## config.mk

```make
export PLATFORM = sky130hd
export DESIGN_NAME = debug_ctrl
export DESIGN_NICKNAME = d
export VERILOG_FILES = /design/src/rtl/debug_ctrl.sv
export SDC_FILE = /design/constraint.sdc
export NUM_CORES = 1
export LEC_CHECK = 0
export ABC_CLOCK_PERIOD_IN_PS = 3490
export CAP_MARGIN = 10
export CORE_ASPECT_RATIO = 0.75
export CORE_MARGIN = 8
export CORE_UTILIZATION = 55
export DETAILED_ROUTE_END_ITERATION = 8
export PLACE_DENSITY = 0.83
export RECOVER_POWER = 50
export SETUP_SLACK_MARGIN = 0.4
export SYNTH_ARGS = -nofsm -noshare
export SYNTH_HDL_FRONTEND = slang
export SYNTH_SLANG_ARGS = --single-unit
```

## constraint.sdc

```tcl
create_clock -name clk -period 3.49 [get_ports clk]
set_input_delay 0.698 -clock clk [delete_from_list [all_inputs] [get_ports clk]]
set_output_delay 0.698 -clock clk [all_outputs]
set_load 0.02 [all_outputs]
```

## src/rtl/debug_ctrl.sv

```systemverilog
// Board debug controller: CPU clock-enable generation (RUN/STEP), key debouncing and
// paged 16-bit debug channel view. Define DEBUG_BREAK_EN to add the pc breakpoint ports.
module debug_ctrl #(
    parameter int unsigned DIV = 6_000_000,
    parameter int unsigned NCH = 4,
    parameter int unsigned DW  = 16,
    parameter int unsigned DEB = 50_000
) (
    input  logic              clk,
    input  logic              reset,
    input  logic              key_step_n,
    input  logic              key_mode_n,
    input  logic              key_page_n,
    input  logic [NCH*DW-1:0] ch_data,
`ifdef DEBUG_BREAK_EN
    input  logic              bp_valid,
    input  logic [DW-1:0]     bp_addr,
    output logic              bp_hit,
`endif
    output logic              cpu_en,
    output logic              run_mode,
    output logic [7:0]        page,
    output logic [23:0]       disp_nib,
    output logic [15:0]       step_cnt
);

    localparam int unsigned CW  = $clog2(DEB + 1);
    localparam int unsigned DVW = $clog2(DIV + 1);

    localparam logic [0:0] ST_STEP = 1'b0;
    localparam logic [0:0] ST_RUN  = 1'b1;

    // key index: 0 = step, 1 = mode, 2 = page
    logic [2:0]    keys;
    logic [2:0]    sync1;
    logic [2:0]    sync2;
    logic [2:0]    deb;
    logic [2:0]    press;
    logic [CW-1:0] cnt [3];

    logic [0:0]     state;
    logic [0:0]     state_next;
    logic [DVW-1:0] div_cnt;
    logic [DVW-1:0] div_next;
    logic           en_next;
    logic           bp_trig;
    logic [DW-1:0]  sel;
    logic [15:0]    sel16;

    assign keys     = {key_page_n, key_mode_n, key_step_n};
    assign run_mode = (state == ST_RUN);

    always_ff @(posedge clk) begin
        if (reset) begin
            sync1 <= '1;
            sync2 <= '1;
            deb   <= '1;
            press <= '0;
            for (int unsigned i = 0; i < 3; i++) begin
                cnt[i] <= '0;
            end
        end else begin
            sync1 <= keys;
            sync2 <= sync1;
            for (int unsigned i = 0; i < 3; i++) begin
                press[i] <= 1'b0;
                if (sync2[i] != deb[i]) begin
                    if (cnt[i] == CW'(DEB - 1)) begin
                        deb[i]   <= sync2[i];
                        cnt[i]   <= '0;
                        press[i] <= ~sync2[i];
                    end else begin
                        cnt[i] <= cnt[i] + 1'b1;
                    end
                end else begin
                    cnt[i] <= '0;
                end
            end
        end
    end

`ifdef DEBUG_BREAK_EN
    assign bp_trig = (state == ST_RUN) && cpu_en && bp_valid && (ch_data[DW-1:0] == bp_addr);
`else
    assign bp_trig = 1'b0;
`endif

    // A mode press (or breakpoint) pre-empts both the divider pulse and a same-cycle step.
    always_comb begin
        state_next = state;
        div_next   = div_cnt;
        en_next    = 1'b0;
        if (bp_trig) begin
            state_next = ST_STEP;
            div_next   = '0;
        end else if (press[1]) begin
            state_next = ~state;
            div_next   = '0;
        end else if (state == ST_RUN) begin
            en_next  = (div_cnt == DVW'(DIV - 1));
            div_next = (div_cnt == DVW'(DIV - 1)) ? '0 : div_cnt + 1'b1;
        end else begin
            en_next = press[0];
        end
    end

    always_comb begin
        sel = '0;
        for (int unsigned i = 0; i < NCH; i++) begin
            if (page == 8'(i)) begin
                sel = ch_data[i*DW +: DW];
            end
        end
        sel16          = '0;
        sel16[DW-1:0]  = sel;
    end

    always_ff @(posedge clk) begin
        if (reset) begin
            state    <= ST_STEP;
            div_cnt  <= '0;
            cpu_en   <= 1'b0;
            step_cnt <= '0;
            page     <= '0;
        end else begin
            state    <= state_next;
            div_cnt  <= div_next;
            cpu_en   <= en_next;
            step_cnt <= step_cnt + 16'(en_next);
            if (press[2]) begin
                page <= (page == 8'(NCH - 1)) ? '0 : page + 8'd1;
            end
        end
    end

    always_ff @(posedge clk) begin
        if (reset) begin
            disp_nib <= {8'h00, 16'(ch_data[DW-1:0])};
        end else begin
            disp_nib <= {page, sel16};
        end
    end

`ifdef DEBUG_BREAK_EN
    always_ff @(posedge clk) begin
        if (reset) begin
            bp_hit <= 1'b0;
        end else if (bp_trig) begin
            bp_hit <= 1'b1;
        end else if (press[1] || press[0]) begin
            bp_hit <= 1'b0;
        end
    end
`endif

endmodule
```

After elaboration in Yosys (flattened, before gate mapping)

Memory sizes are Yosys's and may differ from the RTL's.
Index checks and enable logic that the tools add are counted.

$add $sub $neg: 6
Multipliers: 0
Divide/modulo/power cells: 0
$lt $le $gt $ge: 0
Equal/unequal tests: 10
Shifts and indexed selects: 0
Mux-type cells: 53
Bitwise gates (word level): 19
Reductions and logical operators: 8

Operator list:

| kind                                                            | count |
|---|---|
| 16-bit two-way mux                                              | 14 |
| 16-bit by 1-bit adder with 16-bit output, second input constant | 3 |
| 16-bit == test, second input constant                           | 3 |
| 1-bit two-way mux                                               | 37 |
| 23-bit by 1-bit adder with 23-bit output, second input constant | 1 |
| 23-bit == test, second input constant                           | 1 |
| 23-bit two-way mux                                              | 1 |
| 16-bit by 1-bit adder with 16-bit output                        | 1 |
| 8-bit by 2-bit == test with 1-bit output, second input constant | 2 |
| 1-bit NOT                                                       | 10 |
| 1-bit OR                                                        | 9 |
| 3-bit OR reduction                                              | 3 |
| 8-bit by 1-bit adder with 8-bit output, second input constant   | 1 |
| 8-bit by 1-bit == test with 1-bit output, second input constant | 1 |
| 8-bit logical NOT                                               | 1 |
| 8-bit two-way mux                                               | 1 |
| 2-bit AND reduction                                             | 3 |
| 1-bit != test                                                   | 3 |
| 2-bit OR reduction                                              | 1 |

Register bits after elaboration: 85
Bits in latches: 0
RAM bits: 48
ROM bits: 0
Bits of input ports: 69
Output and inout port bits: 50
Logic and storage cells: 112
Memories: 1

Memory list:

| memory | depth | bits a word | read ports | clocked after Yosys merged registers in | write ports | RTL line | text |
|---|---|---|---|---|---|---|---|
| cnt    | 3     | 16          | 3          | 0                                       | 3           | 39       | `logic [CW-1:0] cnt [3];` |

Depth between registers and ports, before layout

Gate-level depths: netlist of run 1.
An unclocked memory read counts as a cell.

Word-level depth: 9
Depth in mapped cells: 11
Mapped depth without buffers: 11

Worst setup path before layout of run 1

OpenSTA, ideal clock, no wires.

Kind: register to register
Start: reg div_cnt[0]
End: reg step_cnt[12]
Library setup time: 71 ps
Data arrival time: 2341 ps
Required time: 3419 ps
Path slack: 1078 ps
Stages on the path, launching flop included: 12
Buffers on the path: 0
Clock period less this slack: 2412 ps
Cell sequence: dfxtp_1 > ha_1 > and2_1 > and4_1 > a31oi_1 > nor2_1 > ha_1 > ha_1 > and3_1 > nand4_1 > or3_1 > a21oi_1

Longest elaborated chain between the ends: 4

Ends and longest elaborated chain:

| what                                     | RTL line | text |
|---|---|---|
| start: declaration                       | 43       | `logic [DVW-1:0] div_cnt;` |
| start signal: assignment                 | 127      | `div_cnt <= div_next;` |
| 23-bit == test                           | 100      | `en_next = (div_cnt == DVW'(DIV - 1));` |
| 1-bit two-way mux                        | 99       | `end else if (state == ST_RUN) begin` |
| 1-bit two-way mux                        | 96       | `end else if (press[1]) begin` |
| net en_next                              | 45       | `logic en_next;` |
| 16-bit by 1-bit adder with 16-bit output | 129      | `step_cnt <= step_cnt + 16'(en_next);` |
| end signal: assignment                   | 129      |  |
| end: declaration                         | 24       | `output logic [15:0] step_cnt` |

The timed path passes the listed nets, and every way through them passes these cells.
A chain may end at the register's enable or synchronous reset.

Final worst setup path of run 1

Start: in reset
End: reg div_cnt[9]

Longest elaborated chain between the ends: 1

Ends and longest elaborated chain:

| what                         | RTL line | text |
|---|---|---|
| start: declaration           | 10       | `input logic reset,` |
| 2-bit OR reduction (no line) | --       |  |

Every way passes these cells.

==> flow_summary.yaml, run 1 <==
critical_path:
  rrSetupSlack_ps: 650
  path_max_fanout: 40
  ff2ff_path_depth: 11
  r2r_start: "div_cnt[0]"
  startpoint_type: "input port"
  crit_slowest_cell: "clkbuf_1"
  crit_family: "buffers and inverters"
  reg2reg_to: "step_cnt[14]"
  crit_path_max_incr_delay_ps: 1150
  critPathRequiredTime_ps: 3770
  crit_arrival_ps: 3150
  path_cells: "clkbuf_1, or2_0, a31o_1, nor2_1"
  critical_path_class: "input port to flop"
  crit_buf_inv: 1
  end_kind: "flop"
timing:
  hold_violations: 0
  tns_ps: 0
  max_slew.worst_pin.slew_ps: 1630
  setup_viol: 0
  fin_skew_ps: 11.1
  max_slew_margin_pct: -8.68
  post-route-min-period_ps: 2860
  min_period_over_period_pct: 82.1
  maxSlewViolCount: 41
  fmax_mhz: 349
  rsz0062_at_grt: "false"
cts:
  holdBufCountCts: 0
  cts.sinks: 133
  clkLatencyLatePin_ps: 420
  clkSlewWorstSetupHoldPaths_ps: 60
  ctsRootBufferMaster: "clkbuf_16"
  cts.path.max_buffers: 2
  cts.htree.levels: 4
  numCtsBuffers: 17
  cts_tree: "yes"
route:
  drtIter0Drc: 389
  finalWirelength_mm: 15.9
  firstDrtPassIters: 5
  route.detailed.drc: 0
  antenna_left: 0
  routedWlPerCell_um: 16.1
  routed_via_density: 5.72
  num_vias: 5660
layout:
  num_antenna_cells: 0
  multiInputGateArea_um2: 3290
  fill_cells: 805
  syn_to_final_growth_pct: 32.1
  instances_no_fill: 989
  regArea_um2: 3140
  nNetsFinal: 893
  drive_above_1_share_pct: 5.68
die:
  num_rows: 34
  core_um2: 11500
  start_util_pct: 55.9
  die_h_um: 110
  die_w_um: 141
  die-area_um2: 15500
  num_io_pins: 119
power_and_ir_drop:
  p_leak_nw: 3.10
  p_per_area_nw_per_um2: 452
  vdd_drop_max_v: 0.000349
min_path:
  min_path_type: "flop to flop"
  hold_end: "sync2[2]"
  hold_depth: 1
  holdCritStartpoint: "sync1[2]"
run_status:
  status: "finished, violations left"
  violations: "capacitance limit, slew limit"
run:
  drv_cap: 1
synthesis:
  synth-main-ff-cell: "dfxtp_1"
  synth_warnings: 0
  synth-seq-area-share_pct: 48.8
  synth_edf_count: 48
  synthCells: 663
  ys_async_sr_fraction_pct: 0
  syn_area_um2: 6440
  synth.avg_cell_area_um2: 9.71
  synth.distinct_cells: 56
  synth_seq_cells: 133
global_route:
  grt.met3_usage_pct: 8.33
  grt_pass1_vias: 5740
  grt-busiest-layer: "met2"
  grt_pass1_wl_mm: 26.8
  grt_max_degree: 41
  grt_antenna_before_repair: 0
  grt-ovfl-total: 0
  grt_usage_pct: 21.2
  met2_usage_pct: 36.9
  gr-usage-met1_pct: 23.7
placed_design:
  gp_routability_congestion: 0.854
  placedCellCount: 957
  io_buffers: 118
  dpl.hpwl_mm: 11.5
area by class of cell:
type                            count  share of cell area, %
Timing Repair Buffer              120                   14.0
Sequential cell                   133                   36.9
Clock buffer                       20                   5.63
Tap cell                          162                   2.38
Clock inverter                     12                   2.01
Inverter                            7                  0.309
Multi-Input combinational cell    535                   38.7
metal layers:
layer / up-vias / part of all wire [%] / wire length, um
met4: 0 / 1.2 / 185
met2: 233 / 48 / 7690
met5: - / 0 / 0
met3: 23 / 9.8 / 1560
li1: 2710 / - / -
met1: 2694 / 41 / 6480
cells in the mapped netlist, types with 9 or more instances:
library cell	count	area share, %
a21oi_1	23	1.8
a221oi_1	9	1.2
a22o_1	9	1.2
a22oi_1	14	1.6
and3_1	14	1.4
and4_1	14	1.9
clkbuf_1	30	1.7
dfxtp_1	85	26
edfxtp_1	48	22
ha_1	10	1.9
nand2_1	43	2.5
nand3_1	28	2.2
nand4_1	30	2.9
nor2_1	79	4.6
nor2b_1	21	2.0
o21ai_0	16	1.2
o31ai_1	17	2.0
or3_1	13	1.3
or4_1	10	1.2
xnor2_1	25	3.4
xor2_1	38	5.2
registers in the layout, indices dropped and copies added, names as in the netlist:
signal,cells
sync2,3
disp_nib,24
cpu_en,1
run_mode,1
step_cnt,16
sync1,3
cnt,48
deb,3
div_cnt,23
press,3
page,8
stage by stage:
step | util (%) | power [mW] | hold slack, ps | area [um2] | setup slack, ps
2_1_floorplan | - | 1.82 | 389 | 6620 | 1080
4_1_cts | 73.9 | 3.88 | 416 | 8520 | 680
5_1_grt | 73.8 | 3.97 | 421 | 8510 | 345
3_3_place_gp | 68.2 | 1.95 | 398 | 7870 | 843
3_5_place_dp | 68.2 | 1.95 | 399 | 7870 | 698
6_report | 73.8 | 3.85 | 413 | 8510 | 626
how the worst max path moves through the flow:
stage                          start      endpoint  cells after the start
after floorplan           div_cnt[0]  step_cnt[12]                     11
after global placement    div_cnt[3]  step_cnt[14]                     10
after detailed placement  div_cnt[3]  step_cnt[14]                     10
after CTS                 div_cnt[3]  step_cnt[14]                     10
after global routing           reset    div_cnt[9]                      4
final                          reset    div_cnt[9]                      4
worst reg2reg max path: cells and delay by family, from the launching register on:
kind,cells,cell delay [ps]
and+or+nand+nor,6,1440
adders and majority gates,3,640
DFF,1,420
AOI/OAI and AO/OA,2,250
cell usage in the layout, fill, tap and decap left out, drive strengths merged, types with 23 or more instances in the layout:
cell type	instances
dfxtp	85
xnor2	25
nand3	28
xor2	38
nand2	44
dlygate4sd3	29
a21oi	23
nor2	79
edfxtp	48
clkdlybuf4s50	88
conb	48
nand4	31
power breakdown:
group	switching (mW)	internal [mW]
registers	0.0361	1.65
clock network	0.654	1.28
logic	0.103	0.127
total	0.792	3.06
cell families (layout without fill, tap and decap cells):
group,count (synthesis),after routing,share of synthesized area (%)
other,1,48,0.0582
multiplexers,1,1,0.155
AND/OR/NAND/NOR,296,296,25.1
flip-flops,133,133,48.8
adder cells (fa/ha/maj),10,10,1.94
AO/OA/AOI/OAI,117,117,12.7
buffers and inverters,42,159,2.62
XOR/XNOR,63,63,8.57
what timing repair did:
| item | CTS | global route |
|---|---|---|
| setup buffers | 0 | 0 |
| gates resized for setup | 0 | 1 |
| endpoints found under the setup margin | 0 | 2 |
| endpoints found under the hold margin | 0 | 0 |
Power figures use the tool's default switching activity.
==> run 2, diff against run 1 <==
ABC_CLOCK_PERIOD_IN_PS = 2600   (was 3490)
CORE_UTILIZATION = 48   (was 55)
PLACE_DENSITY = 0.77   (was 0.83)
clock period = 2.6 ns   (was 3.49 ns; I/O delays follow)
==> run 2 against run 1 <==
Sequential power increased by 34%. Via count about the same. The run now ends clean. Global-route usage fell by 1.9 points. Critical path depth is 7 higher. Worst hold slack worse by 4.3 ps. Cell count increased by 3.0%. Sequential cell count is the same. Sequential share of layout area down 1.1 points. Worst setup slack worse by 400 ps. Register-to-register slack worse by 420 ps.
==> flow_summary.yaml, run 2 (synthesized netlist as in run 1, its figures left out) <==
timing:
  max_slew_margin_pct: 30.7
  fmax_mhz: 422
  setup_viol: 0
  rsz0062_at_grt: "true"
  layout_setup_ws_ps: 229
  fin_skew_ps: 7.22
  hold_ws_ps: 409
  min_period_over_period_pct: 91.2
  tns_ps: 0
  post-route-min-period_ps: 2370
  max_slew.worst_pin.slew_ps: 1040
  hold_violations: 0
  maxSlewViolCount: 0
route:
  firstDrtPassIters: 5
  drtIter0Drc: 372
  routedWlPerCell_um: 16.3
  antenna_left: 0
  route.detailed.drc: 0
  routed_via_density: 5.55
  finalWirelength_mm: 16.6
  num_vias: 5655
layout:
  reg_top3: "cnt x48, disp_nib x24, div_cnt x23"
  multiInputGateArea_um2: 3450
  largest_reg_flops: 48
  instances_no_fill: 1019
  regArea_um2: 3160
  final_util_pct: 67.5
  num_antenna_cells: 0
  syn_to_final_growth_pct: 36.9
  nNetsFinal: 914
  drive_above_1_share_pct: 11.2
  final_cell_mix: "clkdlybuf4s50_1, dfxtp_1, nor2_1, edfxtp_1, conb_1"
  regMostFlops: "cnt"
  layout_commonest_cell: "clkdlybuf4s50_1"
  fill_cells: 989
placed_design:
  dpl.hpwl_mm: 12.1
  io_buffers: 118
  gp_routability_congestion: 0.878
  pre_cts_ws_ps: 110
  placedCellCount: 973
critical_path:
  r2r_start: "div_cnt[13]"
  path_max_fanout: 6
  reg2reg_to: "step_cnt[14]"
  crit_arrival_ps: 2630
  rrSetupSlack_ps: 230
  startpoint_type: "flop"
  critical_path_class: "flop to flop"
  end_kind: "flop"
  critPathRequiredTime_ps: 2860
  ff2ff_path_depth: 11
cts:
  cts.path.max_buffers: 2
  cts.htree.levels: 4
  clkSlewWorstSetupHoldPaths_ps: 60
  clkLatencyLatePin_ps: 410
  cts.sinks: 133
  cts_tree: "yes"
  holdBufCountCts: 0
  ctsRootBufferMaster: "clkbuf_16"
  numCtsBuffers: 17
run_status:
  status: "finished, final reports clean"
global_route:
  grt_pass1_vias: 5697
  grt_usage_pct: 19.3
  grt_pass1_wl_mm: 27.0
  grt_max_degree: 28
  grt_antenna_before_repair: 0
  grt-ovfl-total: 0
power_and_ir_drop:
  p_per_area_nw_per_um2: 572
  p_comb_share_pct: 6.2
  sw_frac_of_total_pct: 21.4
  p_switching_mw: 1.08
  vdd_drop_max_v: 0.000400
  pwr-share-seq_pct: 44.8
  p_leak_nw: 3.22
  p_int_mw: 3.97
  p_clk_share_pct: 49.0
die:
  num_rows: 36
  num_io_pins: 119
  die_w_um: 150
  die_h_um: 116
  die-area_um2: 17400
  core_um2: 13100
  start_util_pct: 49.3
min_path:
  hold_depth: 1
  holdCritStartpoint: "sync1[0]"
  min_path_type: "flop to flop"
  hold_end: "sync2[0]"
run:
  drv_cap: 0
[run 2: cell types whose count changed in the layout (fill, tap and decap cells not counted), sizes merged]
cell         change
clkbuf           +4
dlygate4sd3      -1
clkinv           +2
bufinv           -2
inv              -2
buf             +20
[run 2: power groups by stage]
stage / clock (mW) / sequential (mW) / combinational, mW
after floorplan: 0 / 2.32 / 0.117
after global placement: 0 / 2.30 / 0.313
after detailed placement: 0 / 2.31 / 0.317
after CTS: 2.51 / 2.26 / 0.319
after global routing: 2.60 / 2.27 / 0.341
final: 2.47 / 2.26 / 0.313
[run 2: metrics by stage]
step | power (mW) | cell area (um2)
final | 5.05 | 8820
after global routing | 5.21 | 8820
after CTS | 5.09 | 8730
after detailed placement | 2.62 | 7990
after global placement | 2.61 | 7990
after floorplan | 2.44 | 6670
[run 2: layout make-up]
| cell class | instances | area share, % |
|---|---|---|
| inverter | 7 | 0.298 |
| clock buffer | 22 | 5.76 |
| timing repair buffer | 141 | 15.2 |
| clock inverter | 10 | 1.32 |
| tap | 171 | 2.43 |
| multi-input combinational | 535 | 39.1 |
| sequential | 133 | 35.8 |
[run 2: how the worst max path moves through the flow]
stage	slack [ps]	end	startpoint	cells past startpoint
3_3_place_gp	230	step_cnt[12]	div_cnt[14]	10
4_1_cts	200	step_cnt[11]	div_cnt[21]	9
5_1_grt	130	step_cnt[12]	div_cnt[13]	11
6_report	230	step_cnt[14]	div_cnt[13]	11
3_5_place_dp	110	step_cnt[11]	div_cnt[14]	9
2_1_floorplan	320	step_cnt[12]	div_cnt[1]	11
[run 2: worst max-delay path, stage by stage (launching register included)]
cell and delay [ps]:
dfxtp_4 370, nor4_4 270, and4_4 290, a31oi_4 90
nor2_2 160, ha_4 170, ha_4 130, and3_4 190
nand4_1 130, buf_4 190, o21ai_1 160, a21oi_2 70
[run 2: repair_timing]
action,CTS,global route
setup endpoints to repair,17,25
gates resized for setup,12,20
setup buffers,8,6
pin swaps,9,12
[run 2: routing by layer]
| metal | up-vias | wire (um) | track usage [%] | part of all wire (%) |
|---|---|---|---|---|
| li1 | 2758 | - | - | - |
| met1 | 2652 | 6880 | 22.1 | 41 |
| met2 | 221 | 7860 | 31.2 | 47 |
| met3 | 24 | 1540 | 8.40 | 9.3 |
| met4 | 0 | 349 | 8.23 | 2.1 |
| met5 | - | 0 | 0 | 0 |
